## src/rtl/led_scan_pkg.sv

```systemverilog
// Shared constants and state encoding for the 8x8 LED column-scan controller.
package led_scan_pkg;
  localparam int NUM_COLS = 8;
  localparam int COL_W    = 3;
  localparam int ROW_W    = 8;

  typedef enum logic [1:0] {
    OFF,
    BLANKING,
    DRIVE
  } scan_state_t;

  function automatic int max2(input int a, input int b);
    return (a > b) ? a : b;
  endfunction
endpackage

```

## src/rtl/led_scan_ctrl_if.sv

```systemverilog
// Frame-buffer write/swap controls and column/row drive outputs of the scan controller.
interface led_scan_ctrl_if;
  import led_scan_pkg::*;

  logic             ENABLE;
  logic             WR_EN;
  logic [COL_W-1:0] WR_ADDR;
  logic [ROW_W-1:0] WR_DATA;
  logic             SWAP_REQ;
  logic             SWAP_ACK;
  logic             SWAP_PENDING;
  logic [COL_W-1:0] SELECT;
  logic [ROW_W-1:0] ROW;
  logic             FRAME_START;

  modport master (
    output ENABLE, WR_EN, WR_ADDR, WR_DATA, SWAP_REQ,
    input  SWAP_ACK, SWAP_PENDING, SELECT, ROW, FRAME_START
  );

  modport slave (
    input  ENABLE, WR_EN, WR_ADDR, WR_DATA, SWAP_REQ,
    output SWAP_ACK, SWAP_PENDING, SELECT, ROW, FRAME_START
  );
endinterface

```

## src/rtl/scan_timer.sv

```systemverilog
// Loadable down-counter; tc is high while the count sits at zero, where it holds.
module scan_timer #(
  parameter int W = 2
) (
  input  logic         clk,
  input  logic         reset,
  input  logic         load,
  input  logic [W-1:0] load_val,
  output logic         tc
);
  logic [W-1:0] cnt;

  always_ff @(posedge clk) begin
    if (reset) begin
      cnt <= '0;
    end else if (load) begin
      cnt <= load_val;
    end else if (cnt != '0) begin
      cnt <= cnt - W'(1);
    end
  end

  assign tc = (cnt == '0);
endmodule

```

## src/rtl/led_scan_ctrl.sv

```systemverilog
// 8x8 LED column scanner: blank gap then dwell per column, double-buffered frame data.
// All outputs registered; a swap request is applied at the frame boundary (or at once when idle).
module led_scan_ctrl
  import led_scan_pkg::*;
#(
  parameter int DWELL = 1000,
  parameter int BLANK = 2
) (
  input  logic            clk,
  input  logic            reset,
  led_scan_ctrl_if.slave  bus
);
  localparam int CNT_W = $clog2(max2(DWELL, BLANK));
  localparam logic [CNT_W-1:0] DWELL_LD = CNT_W'(DWELL - 1);
  localparam logic [CNT_W-1:0] BLANK_LD = CNT_W'(BLANK - 1);
  localparam logic [COL_W-1:0] LAST_COL = COL_W'(NUM_COLS - 1);

  scan_state_t      state_q, state_d;
  logic [COL_W-1:0] col_q, col_d;
  logic             fs_d;
  logic             tc;
  logic             load;
  logic [CNT_W-1:0] load_val;
  logic             front_q;
  logic             pending_q, pending_d;
  logic             swap_do;
  logic [ROW_W-1:0] mem [2][NUM_COLS];

  scan_timer #(.W(CNT_W)) u_timer (
    .clk      (clk),
    .reset    (reset),
    .load     (load),
    .load_val (load_val),
    .tc       (tc)
  );

  always_comb begin
    state_d = state_q;
    col_d   = col_q;
    fs_d    = 1'b0;
    if (!bus.ENABLE) begin
      state_d = OFF;
      col_d   = '0;
    end else begin
      case (state_q)
        OFF: begin
          state_d = BLANKING;
          col_d   = '0;
          fs_d    = 1'b1;
        end
        BLANKING: begin
          if (tc) state_d = DRIVE;
        end
        DRIVE: begin
          if (tc) begin
            state_d = BLANKING;
            col_d   = col_q + COL_W'(1);
            fs_d    = (col_q == LAST_COL);
          end
        end
        default: begin
          state_d = OFF;
          col_d   = '0;
        end
      endcase
    end

    // Swap only at the frame boundary, or right away while idle.
    swap_do   = ((state_q == DRIVE) && tc && (col_q == LAST_COL) && (pending_q || bus.SWAP_REQ))
              || ((state_q == OFF) && pending_q);
    pending_d = swap_do ? 1'b0 : (pending_q | bus.SWAP_REQ);

    load     = (state_d != state_q);
    load_val = (state_d == DRIVE)    ? DWELL_LD :
               (state_d == BLANKING) ? BLANK_LD : '0;
  end

  always_ff @(posedge clk) begin
    if (reset) begin
      state_q         <= OFF;
      col_q           <= '0;
      front_q         <= 1'b0;
      pending_q       <= 1'b0;
      bus.SELECT      <= '0;
      bus.ROW         <= '0;
      bus.SWAP_ACK    <= 1'b0;
      bus.FRAME_START <= 1'b0;
    end else begin
      state_q         <= state_d;
      col_q           <= col_d;
      pending_q       <= pending_d;
      if (swap_do) front_q <= ~front_q;
      bus.SELECT      <= col_d;
      // Front pointer never flips on a transition into DRIVE, so front_q is the right bank.
      bus.ROW         <= (state_d == DRIVE) ? mem[front_q][col_d] : '0;
      bus.SWAP_ACK    <= swap_do;
      bus.FRAME_START <= fs_d;
    end
  end

  // Writes land in the pre-swap back bank, which becomes front if a swap coincides.
  always_ff @(posedge clk) begin
    if (reset) begin
      for (int b = 0; b < 2; b++) begin
        for (int c = 0; c < NUM_COLS; c++) begin
          mem[b][c] <= '0;
        end
      end
    end else if (bus.WR_EN) begin
      mem[~front_q][bus.WR_ADDR] <= bus.WR_DATA;
    end
  end

  assign bus.SWAP_PENDING = pending_q;
endmodule

```

## src/flat_wrapper.sv

```systemverilog
// flat-port wrapper written by rule: the top's interface ports become plain ports
module led_scan_ctrl_flat import led_scan_pkg::*;
#(
  parameter int DWELL = 1000,
  parameter int BLANK = 2
)
  (clk, reset, bus_ENABLE, bus_WR_EN, bus_WR_ADDR, bus_WR_DATA, bus_SWAP_REQ, bus_SWAP_ACK, bus_SWAP_PENDING, bus_SELECT, bus_ROW, bus_FRAME_START);
  led_scan_ctrl_if bus_i ();
  input  logic clk;
  input  logic reset;
  input wire logic [$bits(bus_i.ENABLE)-1:0] bus_ENABLE;
  input wire logic [$bits(bus_i.WR_EN)-1:0] bus_WR_EN;
  input wire logic [$bits(bus_i.WR_ADDR)-1:0] bus_WR_ADDR;
  input wire logic [$bits(bus_i.WR_DATA)-1:0] bus_WR_DATA;
  input wire logic [$bits(bus_i.SWAP_REQ)-1:0] bus_SWAP_REQ;
  output wire logic [$bits(bus_i.SWAP_ACK)-1:0] bus_SWAP_ACK;
  output wire logic [$bits(bus_i.SWAP_PENDING)-1:0] bus_SWAP_PENDING;
  output wire logic [$bits(bus_i.SELECT)-1:0] bus_SELECT;
  output wire logic [$bits(bus_i.ROW)-1:0] bus_ROW;
  output wire logic [$bits(bus_i.FRAME_START)-1:0] bus_FRAME_START;
  assign bus_i.ENABLE = bus_ENABLE;
  assign bus_i.WR_EN = bus_WR_EN;
  assign bus_i.WR_ADDR = bus_WR_ADDR;
  assign bus_i.WR_DATA = bus_WR_DATA;
  assign bus_i.SWAP_REQ = bus_SWAP_REQ;
  assign bus_SWAP_ACK = bus_i.SWAP_ACK;
  assign bus_SWAP_PENDING = bus_i.SWAP_PENDING;
  assign bus_SELECT = bus_i.SELECT;
  assign bus_ROW = bus_i.ROW;
  assign bus_FRAME_START = bus_i.FRAME_START;
  led_scan_ctrl #(.DWELL(DWELL), .BLANK(BLANK)) u_core (.clk(clk), .reset(reset), .bus(bus_i));
endmodule
```

## config.mk

```make
export PLATFORM = sky130hd
export DESIGN_NAME = led_scan_ctrl_flat
export DESIGN_NICKNAME = d
export VERILOG_FILES = /design/src/rtl/led_scan_pkg.sv /design/src/rtl/led_scan_ctrl_if.sv /design/src/rtl/scan_timer.sv /design/src/rtl/led_scan_ctrl.sv /design/src/flat_wrapper.sv
export SDC_FILE = /design/constraint.sdc
export NUM_CORES = 1
export LEC_CHECK = 0
export ABC_AREA = 1
export CORE_MARGIN = 2
export CORE_UTILIZATION = 36
export CTS_CLUSTER_SIZE = 28
export DETAILED_ROUTE_END_ITERATION = 7
export MAX_ROUTING_LAYER = met4
export PLACE_DENSITY = 0.51
export SETUP_SLACK_MARGIN = 0.5
export SLEW_MARGIN = 20
export SYNTH_ARGS = -nofsm -noshare
export SYNTH_HDL_FRONTEND = slang
export SYNTH_SLANG_ARGS = --single-unit
```

## constraint.sdc

```tcl
create_clock -name clk -period 3.35 [get_ports clk]
set_clock_uncertainty 0.1 [all_clocks]
set_input_delay 1.005 -clock clk [delete_from_list [all_inputs] [get_ports clk]]
set_output_delay 1.005 -clock clk [all_outputs]
set_load 0.005 [all_outputs]
```

==> impl_metrics.env, run 1 <==
export IMPL_ir_worst_vdd_mv=0.3287
export IMPL_fp_dieH_um=143.9
export IMPL_multi_input_area_sq_mm=0.002370
export IMPL_slew_headroom_pct=39.25
export IMPL_cp_end_kind="flip-flop"
export IMPL_hold_path_class="flip-flop to flip-flop"
export IMPL_drive_gt1_share_pct=10.91
export IMPL_drv_slew=0
export IMPL_h_tree_depth=4
export IMPL_vias=4983
export IMPL_ys_ff_latch=156
export IMPL_die_area_sq_mm=0.02070
export IMPL_clockBufferDepth=2
export IMPL_core_sq_mm=0.01933
export IMPL_synthesis_nets=690
export IMPL_grt_first_pass_wirelength_um=29490
export IMPL_tightest_slew_ps=907.9
export IMPL_die_x_um=143.9
export IMPL_ant_nets=0
export IMPL_stdcell_count=998
export IMPL_stdcell_area_sq_mm=0.008388
export IMPL_ioPinCount=30
export IMPL_fillers=1843
export IMPL_synth_warnings=0
export IMPL_rows=51
export IMPL_crit_fanout=8
export IMPL_whs_ps=405.1
export IMPL_maxCapViolations=0
export IMPL_synthCells=666
export IMPL_vias_per_cell=4.993
export IMPL_required_ps=3300
export IMPL_postCtsSetupBuffers=0
export IMPL_gr_total_overflow=0
export IMPL_gp_congestion=0.8619
export IMPL_syn_mean_instance_area_sq_um=10.57
export IMPL_path_clk_slew_ps=60
export IMPL_start_kind="primary input"
export IMPL_grt_pass1_vias=4948
export IMPL_ys_seq_area_share_pct=62.54
export IMPL_placed_area_sq_mm=0.007784
export IMPL_cts_tree="yes"
export IMPL_cp_startpoint="bus_WR_EN"
export IMPL_seq_area_sq_mm=0.004408
export IMPL_avgRoutedWirePerCell_um=19.53
export IMPL_area_delta_synth_final_pct=19.12
export IMPL_timing_final_crit_period_ps=2771
export IMPL_power_density_mw_per_mm2=631.0
export IMPL_p_leak_uw=0.003222
export IMPL_syn_area_sq_mm=0.007042
export IMPL_antenna_found_initial=0
export IMPL_firstDrtPassIters=5
export IMPL_status="finished clean"
export IMPL_clkSinkCount=156
export IMPL_setup_tns_final_ps=0
export IMPL_finalSetupViolations=0
export IMPL_post_route_drc_count=0
export IMPL_dp_hpwl_um=13230
export IMPL_fin_nets=744
export IMPL_grt_usage_pct=20.67
export IMPL_initial_core_util_pct=36.42
export IMPL_cts_root_buf="clkbuf_16"
export IMPL_rsz0062_at_grt="true"
export IMPL_synth_cell_types=30
export IMPL_drtIter0Drc=485
export IMPL_drt_wl_total_um=19490
export IMPL_cts_buffers=17
export IMPL_dpl_cell_count=966
export IMPL_grt_max_degree=36
export IMPL_path_class="primary input to flip-flop"
export IMPL_crit_arrival_ps=2720
export IMPL_regToRegStartpoint="u_core.u_timer.cnt[0]"
export IMPL_hp_start="u_core.front_q"
export IMPL_io_buffers=29
export IMPL_clkLatencyLatePin_ps=430
export IMPL_n_antenna_cell=0
export IMPL_fmax_mhz=360.8
export IMPL_hold_viol_final=0
export IMPL_period_share_pct=82.73
## metal layers
| metal | vias up | global-route usage, % | part of all wire [%] |
|---|---|---|---|
| met4 | 0 | 7.895 | 2.7 |
| met5 | - | - | 0 |
| li1 | 2375 | - | - |
| met2 | 157 | 32.71 | 48 |
| met3 | 36 | 3.865 | 5.4 |
| met1 | 2415 | 26.50 | 44 |
## layout by cell type (no fill, tap or decap), drive strengths merged
master / n
a211oi: 1
a21oi: 9
a22oi: 1
buf: 29
bufinv: 3
clkbuf: 19
clkdlybuf4s50: 29
clkinv: 6
clkinvlp: 2
dfxtp: 28
edfxtp: 128
ha: 8
inv: 44
mux2i: 60
nand2: 123
nand3: 81
nand3b: 1
nand4: 2
nor2: 141
nor3: 4
nor4: 1
o21ai: 4
or2: 1
xor2: 8
## synthesized netlist by cell type, drive strengths merged
library cell	instances	area, sq um
nand3b	1	7.510
nor3	4	20.02
nand3	81	415.4
buf	17	91.34
clkinv	1	5.000
a211oi	1	7.510
nor4	1	6.260
edfxtp	128	3844
inv	41	153.9
mux2i	60	600.6
a21oi	9	67.56
dfxtp	28	560.5
clkbuf	6	22.52
a22oi	1	7.510
nand4	2	12.51
nand2	123	481.7
or2	1	6.260
ha	8	100.1
xor2	8	70.07
o21ai	4	20.02
nor2	141	541.8
## through the flow
stage | setup slack, ps | utilization, % | total power (uW)
global route | 492.6 | 43.38 | 5515
floorplan | 657.8 | - | 3075
finish | 578.7 | 43.38 | 5293
detailed placement | 93.10 | 40.26 | 3350
global placement | 104.2 | 40.26 | 3335
CTS | 532.4 | 43.36 | 5313
## report_power, final
part           switching, uW  internal [uW]  total (uW)  leakage, uW
Sequential               100           2250        2350      0.00155
Combinational            617            356         973      0.00139
Clock                    792           1180        1970     0.000286
Total                   1510           3780        5290      0.00322
## registers in the layout, summed over array words and instances (netlist names), named ones only
register / count
u_core.bus.SWAP_PENDING: 1
u_core.bus.SWAP_ACK: 1
u_core.bus.SELECT: 3
u_core.bus.ROW: 8
u_core.bus.FRAME_START: 1
u_core.u_timer.cnt: 10
u_core.front_q: 1
u_core.state_q: 2
u_core.mem: 128
## area by class of cell
cell class                      instances  area share, %
Tap cell                              265          3.953
Sequential cell                       156          52.55
Clock inverter                         13          1.984
Timing Repair Buffer                   58          6.205
Inverter                               42          1.894
Clock buffer                           19          5.161
Multi-Input combinational cell        445          28.25
## final timing paths
check / to / cells after the start / slack [ps]
max reg2reg: u_core.bus.ROW[0] / 14 / 880
max: u_core.mem[1][45] / 7 / 580
min: flip-flop / 2 / 410
min reg2reg: flip-flop / 2 / 410
## critical path: stages
cell             delay [ps]
clkdlybuf4s50_1         480
inv_1                    50
nor2_1                  170
inv_1                   110
nor2_1                  150
nor2_1                   50
nor2_1                  690
## timing repair
action,CTS,global route
gates resized for setup,0,2
hold buffers,0,0
endpoints found under the setup margin,0,2
## cells by family (layout without fill, tap and decap cells)
kind of cell	Yosys count	count (layout)	synth area share, %
AND/OR/NAND/NOR	354	354	21.18
buffers and inverters	65	132	3.873
adder cells (fa/ha/maj)	8	8	1.422
XOR/XNOR	8	8	0.9951
flip-flops	156	156	62.54
multiplexers	60	60	8.529
AO/OA/AOI/OAI	15	15	1.457
Note: power is estimated with default switching activity, not from simulation.
==> inputs of run 2 (changes only) <==
--- a/config.mk
+++ b/config.mk
@@ -11,7 +11,7 @@
 export CTS_CLUSTER_SIZE = 28
 export DETAILED_ROUTE_END_ITERATION = 7
 export MAX_ROUTING_LAYER = met4
-export PLACE_DENSITY = 0.51
+export PLACE_DENSITY = 0.53
 export SETUP_SLACK_MARGIN = 0.5
 export SLEW_MARGIN = 20
 export SYNTH_ARGS = -nofsm -noshare
==> constraint.sdc (replaced) <==
create_clock -name clk -period 2.32 [get_ports clk]
set_clock_uncertainty 0.1 [all_clocks]
set_input_delay 0.696 -clock clk [delete_from_list [all_inputs] [get_ports clk]]
set_output_delay 0.696 -clock clk [all_outputs]
set_load 0.005 [all_outputs]
==> run 2 against run 1 <==
Net effect: combinational power rose by 130%; wire length fell by 7.4%; clock-buffer cell count shrank 2; register-to-register slack worse by 580 ps; power grew 64%; hold slack improved by 14 ps; critical endpoint is now u_core.bus.ROW[7]; largest cell class unchanged; largest power group unchanged.
==> impl_metrics.env, run 2 (synthesis results as in run 1) <==
export IMPL_status="finished clean"
export IMPL_post_route_drc_count=0
export IMPL_clkPwrFrac_pct=34.8
export IMPL_largest_register_ff_count=128
export IMPL_ir_worst_vdd_mv=0.4581
export IMPL_timing_final_crit_period_ps=2022
export IMPL_rows=51
export IMPL_tightest_slew_ps=359.2
export IMPL_antenna_found_initial=0
export IMPL_crit_fanout=17
export IMPL_finalSetupViolations=0
export IMPL_p_switching_uw=2504
export IMPL_period_share_pct=87.14
export IMPL_area_delta_synth_final_pct=37.12
export IMPL_multi_input_area_sq_mm=0.002875
export IMPL_fillers=1726
export IMPL_rsz0062_at_grt="true"
export IMPL_gp_congestion=0.7739
export IMPL_n_antenna_cell=0
export IMPL_hold_path_class="flip-flop to flip-flop"
export IMPL_die_area_sq_mm=0.02070
export IMPL_h_tree_depth=4
export IMPL_reg_top3="u_core.mem: 128 flops, u_core.u_timer.cnt: 10 flops, u_core.bus.ROW: 8 flops"
export IMPL_cts_buffers=17
export IMPL_hold_viol_final=0
export IMPL_drt_wl_total_um=18050
export IMPL_maxCapViolations=0
export IMPL_path_clk_slew_ps=60
export IMPL_grt_usage_pct=19.44
export IMPL_fp_dieH_um=143.9
export IMPL_clockBufferDepth=2
export IMPL_seq_area_sq_mm=0.004422
export IMPL_fin_nets=799
export IMPL_start_kind="flip-flop"
export IMPL_path_class="flip-flop to flip-flop"
export IMPL_crit_chain="inv_2 > ha_4 > nand2_1 > nor2_1 > nand3_2 > nand2_2 > nand2_4 > nand2_2 > nand2_1 > nand2_2 > buf_12 > nand3_1 > nand3_1 > nand2_1 > nor2_1"
export IMPL_grt_max_degree=33
export IMPL_clkSinkCount=156
export IMPL_drive_gt1_share_pct=28.68
export IMPL_layout_common_cells="edfxtp_1, nor2_1, nand2_1, nand3_1, mux2i_1"
export IMPL_whs_ps=419.5
export IMPL_power_density_mw_per_mm2=897.2
export IMPL_drtIter0Drc=287
export IMPL_fin_util_pct=49.94
export IMPL_cp_slowest_cell="dfxtp_2"
export IMPL_fmax_mhz=494.7
export IMPL_core_sq_mm=0.01933
export IMPL_required_ps=2560
export IMPL_vias=5084
export IMPL_p_sw_share_pct=28.91
export IMPL_cp_end_kind="flip-flop"
export IMPL_die_x_um=143.9
export IMPL_gr_total_overflow=0
export IMPL_grt_first_pass_wirelength_um=29100
export IMPL_largest_register="u_core.mem"
export IMPL_combPwrFrac_pct=26.0
export IMPL_clkLatencyLatePin_ps=420
export IMPL_crit_arrival_ps=2260
export IMPL_cts_tree="yes"
export IMPL_seq_power_share_pct=39.1
export IMPL_p_leak_uw=0.003743
export IMPL_layout_commonest_cell="edfxtp_1"
export IMPL_dp_hpwl_um=12650
export IMPL_io_buffers=29
export IMPL_ioPinCount=30
export IMPL_cts_root_buf="clkbuf_16"
export IMPL_ant_nets=0
export IMPL_avgRoutedWirePerCell_um=17.14
export IMPL_initial_core_util_pct=36.42
export IMPL_slowest_delay_ps=330
export IMPL_slew_headroom_pct=76.06
export IMPL_grt_pass1_vias=5337
export IMPL_vias_per_cell=4.828
export IMPL_internal_power_uw=6159
export IMPL_drv_slew=0
export IMPL_firstDrtPassIters=5
run 2: cell types whose count changed in the layout (fill, tap and decap cells not counted), sizes merged:
cell / delta
bufinv: +2
clkdlybuf4s50: -20
dlygate4sd2: +11
buf: +55
clkinvlp: +2
clkbuf: -2
clkdlybuf4s15: +9
inv: -2
run 2: stage by stage:
step	area [sq um]	total power, uW	cells	setup WS [ps]	TNS (ps)
4_1_cts	9558	8524	1051	320.5	0
3_5_place_dp	8523	5009	1005	-316.9	-25780
6_report	9656	8663	1053	298.4	0
5_1_grt	9656	9046	1053	178.8	0
3_3_place_gp	8523	4991	1005	-273.4	-25450
2_1_floorplan	7327	4498	666	408.2	0
run 2: final timing paths:
kind	startpoint	end	slack (ps)	depth (start not counted)
worst max register to register	u_core.u_timer.cnt[1]	u_core.bus.ROW[7]	300	15
worst min-delay path	u_core.front_q	flip-flop	420	2
worst max-delay path	u_core.u_timer.cnt[1]	u_core.bus.ROW[7]	300	15
worst min register to register	u_core.front_q	flip-flop	420	2
run 2: power by group through the flow:
stage                     clock network (uW)  logic, uW  registers, uW
final                                   3020       2260           3390
after global routing                    3170       2460           3410
after CTS                               3050       2080           3390
after detailed placement                   0       1570           3440
after global placement                     0       1560           3430
after floorplan                            0       1110           3390
run 2: layer usage:
| metal | wire, um | track usage, % |
|---|---|---|
| met1 | 7877 | 23.37 |
| met2 | 9466 | 33.23 |
| met3 | 499 | 3.366 |
| met4 | 209 | 6.450 |
| met5 | 0 | - |
run 2: repair_timing:
item,4_1_cts,5_1_grt
setup buffers,12,2
gates cloned,2,0
pin swaps,16,18
setup endpoints to repair,290,77
hold buffers,0,0
resized for setup,93,29
run 2: worst max-delay path, delay by kind of cell, from the launching register on:
family / cells / cell delay, ps
AND/OR/NAND/NOR: 12 / 1130
flip-flops: 1 / 330
buffers and inverters: 2 / 230
adder cells (fa/ha/maj): 1 / 140
run 2: final cells by class:
| type | instances | area share, % |
|---|---|---|
| clock buffer | 17 | 4.406 |
| clock inverter | 15 | 2.294 |
| inverter | 42 | 1.957 |
| multi-input combinational | 445 | 29.78 |
| sequential | 156 | 45.79 |
| tap | 265 | 3.434 |
| timing repair buffer | 113 | 12.34 |
